### src/rtl/fpga_gpio_bank.sv
// fpga_gpio_bank: parametrised GPIO bank with direction/output registers,
// input synchronisers, edge-detect sticky interrupts and a one-cycle
// mem-style register port.
// Optional per-channel debounce is enabled with GPIO_DEBOUNCE_EN.
module fpga_gpio_bank #(
   parameter int NUM_GPIO    = 32,
   parameter int SYNC_STAGES = 2,
   parameter int DEB_CNT_W   = 16,
   parameter int ADDR_W      = 8
) (
   input  logic                clk_i,
   input  logic                rst_i,
   input  logic                req_i,
   input  logic                we_i,
   input  logic [3:0]          be_i,
   input  logic [ADDR_W-1:0]   addr_i,
   input  logic [31:0]         wdata_i,
   output logic                rvalid_o,
   output logic [31:0]         rdata_o,
   input  logic [NUM_GPIO-1:0] gpio_in_i,
   output logic [NUM_GPIO-1:0] gpio_out_o,
   output logic [NUM_GPIO-1:0] gpio_oe_o,
   output logic                irq_o
);

   typedef logic [NUM_GPIO-1:0] vec_t;

   localparam int unsigned REG_DIR     = 0;
   localparam int unsigned REG_OUT     = 1;
   localparam int unsigned REG_IN      = 2;
   localparam int unsigned REG_RISE_EN = 3;
   localparam int unsigned REG_FALL_EN = 4;
   localparam int unsigned REG_PEND    = 5;
   localparam int unsigned REG_DEB     = 6;
   localparam int unsigned REG_OUT_TGL = 7;

   vec_t dir_q, dir_d;
   vec_t out_q, out_d;
   vec_t rise_en_q, rise_en_d;
   vec_t fall_en_q, fall_en_d;
   vec_t pend_q, pend_d;
   vec_t stable_q, stable_d;
   vec_t stable_dly_q, stable_dly_d;
   vec_t sync_q [SYNC_STAGES];
   vec_t sync_d [SYNC_STAGES];
   logic        rvalid_q, rvalid_d;
   logic [31:0] rdata_q, rdata_d;

   vec_t        sync_w;
   vec_t        rise, fall;
   vec_t        wd, wmask, pend_clr;
   logic [31:0] bmask;
   logic [31:0] word_idx;
   logic        wr;

`ifdef GPIO_DEBOUNCE_EN
   logic [DEB_CNT_W-1:0] deb_limit_q, deb_limit_d;
   logic [DEB_CNT_W-1:0] cnt_q [NUM_GPIO];
   logic [DEB_CNT_W-1:0] cnt_d [NUM_GPIO];
`else
   localparam int unsigned UNUSED_DEB_W = DEB_CNT_W;
`endif

   logic unused_bits;
   assign unused_bits = ^{addr_i[1:0], wdata_i, bmask};

   // Decode of the register port: byte-lane masks and word index
   always_comb begin
      bmask    = {{8{be_i[3]}}, {8{be_i[2]}}, {8{be_i[1]}}, {8{be_i[0]}}};
      wmask    = bmask[NUM_GPIO-1:0];
      wd       = wdata_i[NUM_GPIO-1:0];
      word_idx = 32'(addr_i >> 2);
      wr       = req_i & we_i;
   end

   // Register writes, sticky pending bits (set wins over W1C) and read mux
   always_comb begin
      dir_d     = dir_q;
      out_d     = out_q;
      rise_en_d = rise_en_q;
      fall_en_d = fall_en_q;
      pend_clr  = '0;
      rdata_d   = '0;
      rvalid_d  = req_i;
`ifdef GPIO_DEBOUNCE_EN
      deb_limit_d = deb_limit_q;
`endif
      if (wr) begin
         case (word_idx)
            REG_DIR:     dir_d     = (dir_q & ~wmask) | (wd & wmask);
            REG_OUT:     out_d     = (out_q & ~wmask) | (wd & wmask);
            REG_RISE_EN: rise_en_d = (rise_en_q & ~wmask) | (wd & wmask);
            REG_FALL_EN: fall_en_d = (fall_en_q & ~wmask) | (wd & wmask);
            REG_PEND:    pend_clr  = wd & wmask;
`ifdef GPIO_DEBOUNCE_EN
            REG_DEB:     deb_limit_d = (deb_limit_q & ~bmask[DEB_CNT_W-1:0])
                                     | (wdata_i[DEB_CNT_W-1:0] & bmask[DEB_CNT_W-1:0]);
`endif
            REG_OUT_TGL: out_d     = out_q ^ (wd & wmask);
            default: ;
         endcase
      end else if (req_i) begin
         case (word_idx)
            REG_DIR:     rdata_d = 32'(dir_q);
            REG_OUT:     rdata_d = 32'(out_q);
            REG_IN:      rdata_d = 32'(stable_q);
            REG_RISE_EN: rdata_d = 32'(rise_en_q);
            REG_FALL_EN: rdata_d = 32'(fall_en_q);
            REG_PEND:    rdata_d = 32'(pend_q);
`ifdef GPIO_DEBOUNCE_EN
            REG_DEB:     rdata_d = 32'(deb_limit_q);
`endif
            default:     rdata_d = '0;
         endcase
      end
      pend_d = (pend_q & ~pend_clr) | (rise & rise_en_q) | (fall & fall_en_q);
   end

   // Input synchroniser chain and edge detection on the stable value
   always_comb begin
      sync_d[0] = gpio_in_i;
      for (int unsigned k = 1; k < SYNC_STAGES; k++) begin
         sync_d[k] = sync_q[k-1];
      end
      sync_w       = sync_q[SYNC_STAGES-1];
      stable_dly_d = stable_q;
      rise         = stable_q & ~stable_dly_q;
      fall         = ~stable_q & stable_dly_q;
   end

`ifdef GPIO_DEBOUNCE_EN
   // Debounce: count cycles of disagreement; any agreement restarts the count
   always_comb begin
      stable_d = stable_q;
      for (int unsigned i = 0; i < NUM_GPIO; i++) begin
         cnt_d[i] = '0;
         if (sync_w[i] != stable_q[i]) begin
            if (cnt_q[i] == deb_limit_q) begin
               stable_d[i] = sync_w[i];
            end else if (cnt_q[i] == '1) begin
               cnt_d[i] = cnt_q[i];
            end else begin
               cnt_d[i] = cnt_q[i] + DEB_CNT_W'(1);
            end
         end
      end
   end
`else
   // No debounce: stable value follows the synchroniser output
   always_comb begin
      stable_d = sync_w;
   end
`endif

   // State registers
   always_ff @(posedge clk_i) begin
      if (rst_i) begin
         dir_q        <= '0;
         out_q        <= '0;
         rise_en_q    <= '0;
         fall_en_q    <= '0;
         pend_q       <= '0;
         stable_q     <= '0;
         stable_dly_q <= '0;
         sync_q       <= '{default: '0};
         rvalid_q     <= 1'b0;
         rdata_q      <= '0;
`ifdef GPIO_DEBOUNCE_EN
         deb_limit_q  <= '0;
         cnt_q        <= '{default: '0};
`endif
      end else begin
         dir_q        <= dir_d;
         out_q        <= out_d;
         rise_en_q    <= rise_en_d;
         fall_en_q    <= fall_en_d;
         pend_q       <= pend_d;
         stable_q     <= stable_d;
         stable_dly_q <= stable_dly_d;
         sync_q       <= sync_d;
         rvalid_q     <= rvalid_d;
         rdata_q      <= rdata_d;
`ifdef GPIO_DEBOUNCE_EN
         deb_limit_q  <= deb_limit_d;
         cnt_q        <= cnt_d;
`endif
      end
   end

   assign rvalid_o   = rvalid_q;
   assign rdata_o    = rdata_q;
   assign gpio_oe_o  = dir_q;
   assign gpio_out_o = out_q;
   assign irq_o      = |pend_q;

endmodule

### config.mk
export PLATFORM = sky130hd
export DESIGN_NAME = fpga_gpio_bank
export DESIGN_NICKNAME = d
export VERILOG_FILES = /design/src/rtl/fpga_gpio_bank.sv
export SDC_FILE = /design/constraint.sdc
export NUM_CORES = 1
export LEC_CHECK = 0
export CORE_ASPECT_RATIO = 1.1
export CORE_UTILIZATION = 30
export CTS_BUF_LIST = sky130_fd_sc_hd__clkbuf_8
export CTS_CLUSTER_SIZE = 14
export DETAILED_ROUTE_END_ITERATION = 16
export DONT_BUFFER_PORTS = 1
export GPL_ROUTABILITY_DRIVEN = 0
export GPL_TIMING_DRIVEN = 0
export PLACE_DENSITY_LB_ADDON = 0.25
export SYNTH_ARGS = -nofsm -noshare
export SYNTH_HDL_FRONTEND = slang
export SYNTH_SLANG_ARGS = --single-unit
export TNS_END_PERCENT = 1
### constraint.sdc
create_clock -name clk_i -period 5.9 [get_ports clk_i]
set_clock_uncertainty 0.2 [all_clocks]
set_input_delay 1.18 -clock clk_i [delete_from_list [all_inputs] [get_ports clk_i]]
set_output_delay 1.18 -clock clk_i [all_outputs]
set_load 0.02 [all_outputs]
==> results of run 1 <==
## cell usage after synthesis (all sizes together), types with 2 or more instances
master	number	area [um^2]
a21oi	47	235.2
nand4	9	56.30
mux2	13	172.7
mux4	2	45.04
o22ai	31	207.7
nand2	52	195.2
and3	9	56.30
inv	57	214.0
a22oi	6	45.04
nor3	11	66.32
nand3b	17	127.6
nor4	9	71.32
a2bb2oi	6	52.55
nand4b	10	87.58
and2	2	12.52
o22a	2	17.52
clkbuf	42	157.7
a211oi	8	60.06
o21ai	35	175.2
mux2i	172	1722
a2111oi	8	115.1
buf	29	168.9
a31oi	34	212.7
nand3	59	335.3
nor2b	111	701.9
a222oi	2	20.02
nor2	191	726.9
nand2b	3	18.77
o21a	22	165.2
dfxtp	321	6426
## critical path: stages (launching register included)
cell and delay, ns:
dfxtp_1 0.33, nor4_1 0.57, nand4_1 0.26, or2_2 0.44
## metrics by stage
stage          utilization  cell area, um^2  instances  setup slack (ns)
2_1_floorplan            -            12750       1329             3.104
3_3_place_gp        0.3236            13450       1889             2.465
3_5_place_dp        0.3236            13450       1889             2.436
4_1_cts             0.3504            14570       1985             2.259
5_1_grt             0.3505            14570       1986             2.236
6_report            0.3505            14570       1987             2.321
## report_power, final
group	internal, uW	switching [uW]	leakage [uW]
Sequential	2200	13.8	0.00260
Combinational	55.7	129	0.00257
Clock	1120	928	0.000633
## final cells by class
class,instances,area share
Antenna cell,2,0.0003434
Tap cell,560,0.04808
Clock buffer,71,0.06706
Multi-Input combinational cell,880,0.3970
Clock inverter,25,0.009445
Sequential cell,321,0.4410
Inverter,57,0.01468
Buffer,71,0.02241
## final timing paths
kind                       end  depth (start not counted)  slack (ns)        from
setup / recovery         irq_o                          3        2.32  pend_q[20]
hold / removal    stable_d[25]                          1        0.21  sync_d[25]
setup reg to reg   rdata_o[25]                          3        4.19        flop
hold reg to reg   stable_d[25]                          1        0.21  sync_d[25]
## cell families after synthesis
kind of cell	count (synthesis)
compound gates	203
xor+xnor	1
buf+inv	128
flops	321
mux	187
simple gates	489
## per-layer routing
| layer | vias up | GRT usage | wire (um) |
|---|---|---|---|
| li1 | 4737 | - | - |
| met1 | 4765 | 0.2526 | 18230 |
| met4 | 4 | 0.08641 | 1562 |
| met5 | - | 0 | 31 |
| met2 | 394 | 0.3339 | 20860 |
| met3 | 92 | 0.06451 | 4332 |
==> metrics.md, run 1 <==
| Metric | Value |
|---|---|
| First-pass GRT wire length | `64950 um` |
| Vias | `9992` |
| Peak Freq | `0.2794 GHz` |
| XOR/XNOR share of the synthesized area | `0.0006868` |
| Simple-Gate Fraction of Synth Area | `0.1972` |
| Reg area | `6426 um^2` |
| Maximum VDD drop | `0.0001490 V` |
| Iter 0 DRT Violations | `702` |
| EDFF count, synth | `0` |
| Compound-Gate Fraction of Synth Area | `0.1037` |
| Fill cell count | `4381` |
| Post-DRT Antenna Nets | `0` |
| Floorplan row count | `78` |
| Worst EP arrival | `2.20 ns` |
| Clock Tree Buf Depth | `3` |
| Routed WL | `45010 um` |
| Clk_lat worst skew | `0.62 ns` |
| Clock root cell | `clkbuf_8` |
| Max Cap Violations | `0` |
| DRC viols | `0` |
| Period minus WS final | `3.579 ns` |
| Flops & latches, synth | `321` |
| Required time worst endpoint | `4.52 ns` |
| Register area share after synthesis | `0.5039` |
| Vias in the first global route | `9780` |
| Yosys warns | `0` |
| Syn nets | `1409` |
| Grt ovf | `0` |
| Adder-cell area share of the yosys netlist | `0` |
| CP max FO | `3` |
| Die Wd | `198.6 um` |
| Ys async rst share | `0` |
| Static leakage | `0.005806 uW` |
| TritonCTS buffer count | `54` |
| Final HPWL DP | `31550 um` |
| CTS tree | `done` |
| Postcts setup bufs | `0` |
| Initial antenna violation count | `4` |
| Largest family of logic cells by synthesized area | `simple AND/OR/NAND/NOR gates` |
| CORE AREA | `41570 um^2` |
| Total track usage | `0.2067` |
| Avg Inst Size Synth | `9.595 um^2` |
| Final Slew Violations | `0` |
| Least-Margin Pin Slew | `1.047 ns` |
| P&R area growth vs syn | `14.28%` |
| Initial Utilization | `0.3067` |
| Pwr Total | `4442 uW` |
| Worst Hold Class | `flop to flop` |
| # H-tree levels | `2` |
| Status | `finished, final reports clean` |
| Drt pass-1 iters | `5` |
| Synth unique cells | `53` |
| Commonest non-fill, non-tap cells in the layout | `dfxtp_1 (321), nor2_1 (189), mux2i_1 (172)` |
| Most common cell after layout, fill and taps aside | `dfxtp_1` |
| Clock sink count | `321` |
| RSZ-0062 raised after global routing | `false` |
| Synthesized area | `12750 um^2` |
| Mux cell area share after synthesis | `0.1521` |
| Die height | `218.2 um` |
| Layout cells sized above 1 | `0.1053` |
| Pin count of the biggest net entering global routing | `14` |
| DR WL/cell | `22.65 um` |
| Cts repair resizes | `0` |
| Die area | `43340 um^2` |
| Max_slew headroom | `0.2986` |
| Setup-failing EPs final | `0` |
| Hold Violations, Final | `0` |
| Sum of negative setup slack | `0 ns` |
| Vias per inst | `5.029` |
| Nature of the critical path startpoint | `flop` |
| Primary FF master, synth | `dfxtp_1` |
| Pwr dens | `304.8 nW/um^2` |
| Hold-fix buffers, CTS | `0` |
| Multi-input logic area | `5786 um^2` |
| I/O pins | `178` |
| CP endpoint kind | `output port` |
| Final nets | `1465` |
| Crit Path Category | `flop to output port` |
| Buffers on Ports | `0` |
| CTS clock-pin slew for the worst setup and hold paths | `0.06 ns` |
| Mapped Cells | `1329` |
| Hold_ws | `0.2140 ns` |
| Crit share post-route | `0.6067` |
(Power assumes the default switching activity.)
==> run 2: changes to the inputs <==
==> constraint.sdc (replaced) <==
create_clock -name clk_i -period 3.2 [get_ports clk_i]
set_clock_uncertainty 0.2 [all_clocks]
set_input_delay 0.64 -clock clk_i [delete_from_list [all_inputs] [get_ports clk_i]]
set_output_delay 0.64 -clock clk_i [all_outputs]
set_load 0.02 [all_outputs]
==> run 2 against run 1 <==
  * Sequential power up 85%
  * Routed wire length is 2.1% higher
  * Worst hold slack lost 0.17 ns
  * Flip-flop and latch count stayed put
  * Via count rose by 3.3%
  * Sequential share of layout area decreased by 1.9 points
  * Core utilization is 1.6 points higher
  * Global-route usage increased by 0.54 points
  * Clock-buffer cell count unchanged
  * Critical path depth is the same
  * Die area stayed put
  * Largest cell class unchanged
==> metrics.md, run 2 (synthesis gave the netlist of run 1 again) <==
| Metric | Value |
|---|---|
| Status | `finished, final reports clean` |
| Maximum VDD drop | `0.0002752 V` |
| Initial Utilization | `0.3067` |
| Hold Violations, Final | `0` |
| CORE AREA | `41570 um^2` |
| Worst Hold Class | `input pin to flop` |
| RSZ-0062 raised after global routing | `false` |
| Die height | `218.2 um` |
| Grt ovf | `0` |
| TritonCTS buffer count | `54` |
| Post-DRT Antenna Nets | `0` |
| Max_slew headroom | `0.3029` |
| Floorplan row count | `78` |
| Fill cell count | `4370` |
| DRC viols | `0` |
| Non-filler cells in the finished layout | `2053` |
| Static leakage | `0.006077 uW` |
| Buffers on Ports | `0` |
| CTS clock-pin slew for the worst setup and hold paths | `0.06 ns` |
| Least-Margin Pin Slew | `1.041 ns` |
| Die Wd | `198.6 um` |
| CP max-delay cell | `nor4_1` |
| Vias in the first global route | `10097` |
| Crit Path Category | `flop to output port` |
| P&R area growth vs syn | `19.40%` |
| Crit share post-route | `0.9435` |
| FF-to-FF path depth | `3` |
| Most common cell after layout, fill and taps aside | `dfxtp_1` |
| Peak Freq | `0.3312 GHz` |
| I/O pins | `178` |
| Vias | `10326` |
| Layout cells sized above 1 | `0.1007` |
| Setup WS post-layout | `0.1807 ns` |
| Iter 0 DRT Violations | `649` |
| Final nets | `1530` |
| Initial antenna violation count | `3` |
| Critical path cell sequence | `nor4_1 > nand4_1 > or2_2` |
| Clock Tree Buf Depth | `3` |
| Nature of the critical path startpoint | `flop` |
| Number of cells on the worst hold path | `3` |
| Hold_ws | `0.04363 ns` |
| CP endpoint kind | `output port` |
| Commonest non-fill, non-tap cells in the layout | `dfxtp_1 (321), nor2_1 (189), mux2i_1 (172)` |
| Sum of negative setup slack | `0 ns` |
| Worst stage delay on the critical path | `0.57 ns` |
| Pwr dens | `544.0 nW/um^2` |
| Clock sink count | `321` |
| Pin count of the biggest net entering global routing | `14` |
| DR WL/cell | `22.39 um` |
| Routed WL | `45960 um` |
| Vias per inst | `5.030` |
| Drt pass-1 iters | `5` |
| Final HPWL DP | `31550 um` |
| Dpl ws | `0.2761 ns` |
| Cts repair resizes | `0` |
| Clock root cell | `clkbuf_8` |
| Required time worst endpoint | `2.36 ns` |
| Clk_lat worst skew | `0.62 ns` |
| Worst EP arrival | `2.18 ns` |
| Postcts setup bufs | `0` |
| Pwr Total | `8283 uW` |
| Post-placement cell count | `1889` |
| CTS tree | `done` |
| Final Slew Violations | `0` |
| Max Cap Violations | `0` |
| CP max FO | `3` |
| First-pass GRT wire length | `66660 um` |
| Setup-failing EPs final | `0` |
| # H-tree levels | `2` |
| Total track usage | `0.2121` |
| Die area | `43340 um^2` |
| Period minus WS final | `3.019 ns` |
-- run 2: final cells by class --
type / instances / area [um^2] / area share
Inverter: 57 / 214.0 / 0.01405
Buffer: 71 / 326.6 / 0.02145
Antenna cell: 3 / 7.507 / 0.0004931
Tap cell: 560 / 700.7 / 0.04602
Sequential cell: 321 / 6426 / 0.4221
Multi-Input combinational cell: 880 / 5786 / 0.3800
Clock inverter: 25 / 137.6 / 0.009039
Clock buffer: 71 / 977.2 / 0.06418
Timing Repair Buffer: 65 / 650.6 / 0.04273
-- run 2: per-layer routing --
layer	routed length, um	global-route usage	up-vias
met3	3912	0.05756	95
met5	13	0	-
li1	-	-	4854
met1	18980	0.2633	4989
met2	21260	0.3420	386
met4	1793	0.09359	2
-- run 2: power by group --
part	internal [uW]	leakage, uW	total (uW)	switching, uW
clock	2060	0.000633	3770	1710
combinational	155	0.00284	430	274
sequential	4060	0.00260	4080	25.4
total	6270	0.00608	8280	2010
-- run 2: path summary, 6_finish.rpt --
check,startpoint,end,slack [ns]
max,pend_q[20],irq_o,0.18
min,wdata_i[7],flop,0.04
max reg2reg,flop,rdata_o[25],1.50
min reg2reg,sync_d[30],stable_d[30],0.21
-- run 2: repair_timing --
| item | 4_1_cts | 5_1_grt |
|---|---|---|
| setup endpoints to repair | 0 | 0 |
| hold buffers | 65 | 0 |
| endpoints found under the hold margin | 145 | 0 |
-- run 2: critical path: cells and delay by family, from the launching register on --
| kind | cells | cell delay [ns] |
|---|---|---|
| simple gates | 3 | 1.26 |
| flops | 1 | 0.33 |
-- run 2: metrics by stage --
step / util / instance area (um^2)
floorplan: - / 12750
global placement: 0.3236 / 13450
detailed placement: 0.3236 / 13450
CTS: 0.3660 / 15220
global route: 0.3661 / 15220
finish: 0.3662 / 15230
